$ cat config.mk
export PLATFORM = sky130hd
export DESIGN_NAME = puf_eval_sched
export DESIGN_NICKNAME = d
export VERILOG_FILES = /design/src/rtl/puf_eval_sched.sv
export SDC_FILE = /design/constraint.sdc
export NUM_CORES = 1
export LEC_CHECK = 0
export ABC_AREA = 1
export CORE_MARGIN = 8
export CORE_UTILIZATION = 43
export CTS_CLUSTER_DIAMETER = 40
export DETAILED_ROUTE_END_ITERATION = 16
export PLACE_DENSITY = 0.8
export SLEW_MARGIN = 20
export SYNTH_ARGS = -nofsm -noshare
export SYNTH_HDL_FRONTEND = slang
export SYNTH_SLANG_ARGS = --single-unit
$ cat constraint.sdc
create_clock -name clk -period 1.8 [get_ports clk]
set_input_delay 0.18 -clock clk [delete_from_list [all_inputs] [get_ports clk]]
set_output_delay 0.18 -clock clk [all_outputs]
set_load 0.02 [all_outputs]
$ cat src/rtl/puf_eval_sched.sv
// puf_eval_sched -- evaluation scheduler for the arbiter-PUF array.
//
// Accepts one challenge at a time over a valid/ready handshake and drives the
// array through clear, launch (arm), settle and capture phases. It then returns
// the captured response word, tagged with a wrapping sequence number.
//
// Optional build macro: PUF_MAJ_VOTE_EN
//   When defined, each challenge is evaluated three times. The response is the
//   bitwise majority of the three captures.
//
// Ports:
//   clk, rst_n              clock, asynchronous active-low reset
//   cfg_en                  scheduler enable (gates new acceptance only)
//   cfg_settle[CNT_W]       settle cycles after launch (0 behaves as 1)
//   chal_valid/ready/data   challenge input handshake
//   puf_chal, puf_clr,
//   puf_arm                 array control: applied challenge, clear, launch
//   puf_rsp[PUF_N]          synchronised arbiter outputs
//   rsp_valid/ready/data,
//   rsp_tag                 response output handshake with sequence tag
//   busy                    high whenever the scheduler is not idle
module puf_eval_sched #(
  parameter int CHAL_W = 24,
  parameter int PUF_N  = 16,
  parameter int CNT_W  = 5,
  parameter int TAG_W  = 8
) (
  input  logic              clk,
  input  logic              rst_n,
  input  logic              cfg_en,
  input  logic [CNT_W-1:0]  cfg_settle,
  input  logic              chal_valid,
  input  logic [CHAL_W-1:0] chal_data,
  output logic              chal_ready,
  output logic [CHAL_W-1:0] puf_chal,
  output logic              puf_clr,
  output logic              puf_arm,
  input  logic [PUF_N-1:0]  puf_rsp,
  output logic              rsp_valid,
  output logic [PUF_N-1:0]  rsp_data,
  output logic [TAG_W-1:0]  rsp_tag,
  input  logic              rsp_ready,
  output logic              busy
);

  localparam logic [2:0] IDLE    = 3'd0;
  localparam logic [2:0] CLEAR   = 3'd1;
  localparam logic [2:0] ARM     = 3'd2;
  localparam logic [2:0] SETTLE  = 3'd3;
  localparam logic [2:0] CAPTURE = 3'd4;
  localparam logic [2:0] RESP    = 3'd5;

  localparam logic [CNT_W-1:0] CNT_ONE = {{(CNT_W-1){1'b0}}, 1'b1};

  logic [2:0]       state;
  logic [CNT_W-1:0] cnt;

`ifdef PUF_MAJ_VOTE_EN
  logic [1:0]       eval_cnt;
  logic [PUF_N-1:0] samp0;
  logic [PUF_N-1:0] samp1;
`endif

  // Control outputs decode directly from state, so an asynchronous reset
  // clears them in the same cycle. chal_ready is also gated by rst_n.
  // Without that gate it would follow cfg_en while reset is held.
  assign chal_ready = rst_n & cfg_en & (state == IDLE);
  assign puf_clr    = (state == CLEAR);
  assign puf_arm    = (state == ARM);
  assign rsp_valid  = (state == RESP);
  assign busy       = (state != IDLE);

  always_ff @(posedge clk or negedge rst_n) begin
    if (!rst_n) begin
      state    <= IDLE;
      cnt      <= '0;
      puf_chal <= '0;
      rsp_data <= '0;
      rsp_tag  <= '0;
`ifdef PUF_MAJ_VOTE_EN
      eval_cnt <= '0;
      samp0    <= '0;
      samp1    <= '0;
`endif
    end else begin
      case (state)
        IDLE: begin
          if (chal_valid && chal_ready) begin
            puf_chal <= chal_data;
`ifdef PUF_MAJ_VOTE_EN
            eval_cnt <= '0;
`endif
            state    <= CLEAR;
          end
        end
        CLEAR: state <= ARM;
        ARM: begin
          cnt   <= (cfg_settle == '0) ? CNT_ONE : cfg_settle;
          state <= SETTLE;
        end
        SETTLE: begin
          // Counter starts at S and leaves at 1, giving exactly S cycles here.
          cnt <= cnt - CNT_ONE;
          if (cnt == CNT_ONE) state <= CAPTURE;
        end
        CAPTURE: begin
`ifdef PUF_MAJ_VOTE_EN
          case (eval_cnt)
            2'd0:    samp0 <= puf_rsp;
            2'd1:    samp1 <= puf_rsp;
            default: rsp_data <= (samp0 & samp1) | (samp0 & puf_rsp) |
                                 (samp1 & puf_rsp);
          endcase
          eval_cnt <= eval_cnt + 2'd1;
          state    <= (eval_cnt == 2'd2) ? RESP : CLEAR;
`else
          rsp_data <= puf_rsp;
          state    <= RESP;
`endif
        end
        RESP: begin
          if (rsp_ready) begin
            rsp_tag <= rsp_tag + 1'b1;
            state   <= IDLE;
          end
        end
        default: state <= IDLE;
      endcase
    end
  end

endmodule

==> run_results.csv <==
group,metric,value,unit
floorplan,die_h,92.5,um
drt,vias,2334,
floorplan,num_rows,28,
worst_setup_path,end_kind,"output port",
floorplan,pin_count,103,
sta,tns,0,ns
drt,drtIter0Drc,109,
sta,slew_headroom,52.9,%
final_layout,multi_input_area,967,um^2
drt,drc_errors,0,
final_layout,antenna_cells,0,
global_route,grt_overflow_total,0,
global_route,grt_first_pass_wirelength,11000,um
final_layout,fin_nets,458,
synth,synth_top_area_share,55.6,%
synth,synth.distinct_cells,28,
placement,dp_slack,0.0865,ns
sta,fin_crit_sh,96.9,%
worst_setup_path,worstPathArrival,1.56,ns
global_route,grt_pass1_vias,2283,
floorplan,initial_core_util,43.6,%
clock_network,insertion_delay,0.30,ns
final_layout,regArea,1400,um^2
power_and_ir_drop,vdd_drop_max,0.819,mV
sta,worstMarginPinSlew,0.707,ns
worst_hold_path,hold_class,"in -> async",
placement,globalplace.congestion,0.816,
synth,synth_seq_cells,56,
sta,hold_viol_final,0,
synth,synth_area_leader_cell,"dfrtp_1",
clock_network,tritoncts,"done",
global_route,grt_start_max_net_pins,57,
global_route,grt_usage,15.7,%
clock_network,cts_inserted_buffers,5,
final_layout,syn_to_final_growth,47.3,%
floorplan,die_x,92.5,um
sta,fmax,573,MHz
synth,syn_area,2520,um^2
sta,finClkSkew,0.00608,ns
drt,drtPass1Iterations,4,
drt,detail_route.vias_per_cell,4.85,
run,max-cap-violations,0,
sta,setup_viol,0,
worst_setup_path,worstPathRequired,1.62,ns
clock_network,htreeDepth,2,
sta,drv_slew,0,
clock_network,clkSinkCount,56,
worst_setup_path,cp-start-kind,"flip-flop",
floorplan,core,5780,um^2
status,status,"completed",
worst_setup_path,crit_type,"reg -> out",
drt,drtAntennaViolNets,0,
sta,min_period,1.74,ns
synth,ys_seq_area_share,55.6,%
synth,ys_warn_count,0,
floorplan,die_area,8560,um^2
synth,synthCells,297,
clock_network,clockBufferDepth,2,
sta,setup_ws,0.0555,ns
final_layout,layout-drive-gt1-share,6.40,%
synth,ys_top_cells_by_area,"dfrtp_1 56%, nand2_1 19%, nand3_1 5.6%",
synth,synth_fp_nets,350,
synth,syn_avg_cell_area,8.48,um^2
power_and_ir_drop,leakagePower,1.86,nW
clock_network,clkTransAtPathRegs,0.10,ns
placement,io_buffers,102,
worst_setup_path,path_max_fanout,7,
clock_network,cts_root_buffer,"clkbuf_8",
drt,wl,6700,um
placement,dp_hpwl,5070,um
drt,wl_per_cell,13.9,um
final_layout,fillers,500,
power_and_ir_drop,power_density,1570,nW/um^2
global_route,antenna_found_initial,0,
sta,grt_setup_unrepaired,"false",
layout by cell type, fill, tap and decap left out, types with 2 or more instances in the layout:
cell type        instances
inv_2                    3
nand4_1                  3
inv_1                   19
nand3_1                 28
xor2_1                   2
nand2_1                130
nand3b_1                 4
dlygate4sd2_1            4
nor2_1                  13
nor2_4                   2
a21oi_1                  3
a22oi_1                  3
o21ai_0                  8
a31oi_1                  2
clkdlybuf4s50_1         97
clkbuf_8                 6
ha_1                     3
buf_4                    8
dfrtp_1                 55
worst max-delay path, cell delays in order, from the launching register on:
cell             delay (ns)
dfrtp_2                0.47
nor2_1                 0.13
nand2_2                0.10
clkdlybuf4s50_1        0.56
layer usage:
layer	vias up	track usage, %	wire length, um
met5	-	0	0
met3	6	5.34	721
met4	0	4.03	67
li1	1151	-	-
met2	95	24.1	3050
met1	1082	20.7	2870
per-stage QoR:
step	instances	total power, mW	cell area (um^2)	utilization (%)	hold WS, ns
2_1_floorplan	297	3.70	2520	-	-0.116
4_1_cts	481	5.89	3710	64.2	0.0975
3_3_place_gp	473	5.09	3620	62.6	0.445
3_5_place_dp	473	5.19	3620	62.6	0.435
6_report	481	5.81	3710	64.2	0.0786
5_1_grt	481	6.25	3710	64.2	0.139
registers in the layout, indices dropped and copies added, names as in the netlist:
| signal | flops |
|---|---|
| rsp_data | 16 |
| puf_chal | 24 |
| cnt | 5 |
| rsp_tag | 8 |
| state | 3 |
synth_stat cells (all sizes together):
library cell,instances
o21a,1
a22oi,3
nor3,1
dfrtp,56
inv,22
buf,8
clkbuf,1
nand3,28
nand2,132
a31oi,2
xor2,2
xnor2,1
nor2,16
nand4,4
ha,3
o21bai,1
nand3b,4
o21ai,8
o221ai,1
a21oi,3
logic make-up (layout without fill, tap and decap cells):
| logic type | after synthesis | in the layout | synth area share [%] |
|---|---|---|---|
| simple gates | 185 | 185 | 31.3 |
| flops | 56 | 56 | 55.6 |
| buf+inv | 31 | 140 | 5.96 |
| compound gates | 19 | 19 | 4.52 |
| fa+ha+maj | 3 | 3 | 1.49 |
| xor+xnor | 3 | 3 | 1.04 |
final timing paths:
path,endpoint,slack (ns),cells past startpoint,from
min in group clk,state[2],0.39,5,rst_n
worst max-delay path,busy,0.06,3,state[0]
worst min-delay path,puf_chal[3],0.08,2,rst_n
worst max register to register,puf_chal[6],0.20,7,state[0]
worst min register to register,rsp_data[1],0.48,2,rsp_data[1]
max in group asynchronous,state[0],1.23,2,rst_n
final cells by class:
| cell class | instances | area share [%] |
|---|---|---|
| well taps | 75 | 2.53 |
| repair buffers | 110 | 28.9 |
| flip-flops and latches | 56 | 37.8 |
| clock inverters | 1 | 0.202 |
| clock buffers | 7 | 2.33 |
| multi-input cells | 210 | 26.1 |
| inverters | 22 | 2.23 |
power breakdown:
group          switching (mW)  total (mW)  internal [mW]
Clock                   0.395       0.709          0.314
Combinational            1.60        2.95           1.35
Sequential              0.344        2.16           1.81
Total                    2.34        5.81           3.47
timing repair:
action	CTS	global route
endpoints found under the setup margin	5	0
hold buffers	0	0
hold endpoints to repair	0	0
buffers inserted	0	0
gates resized for setup	5	0
(Power assumes the default switching activity.)
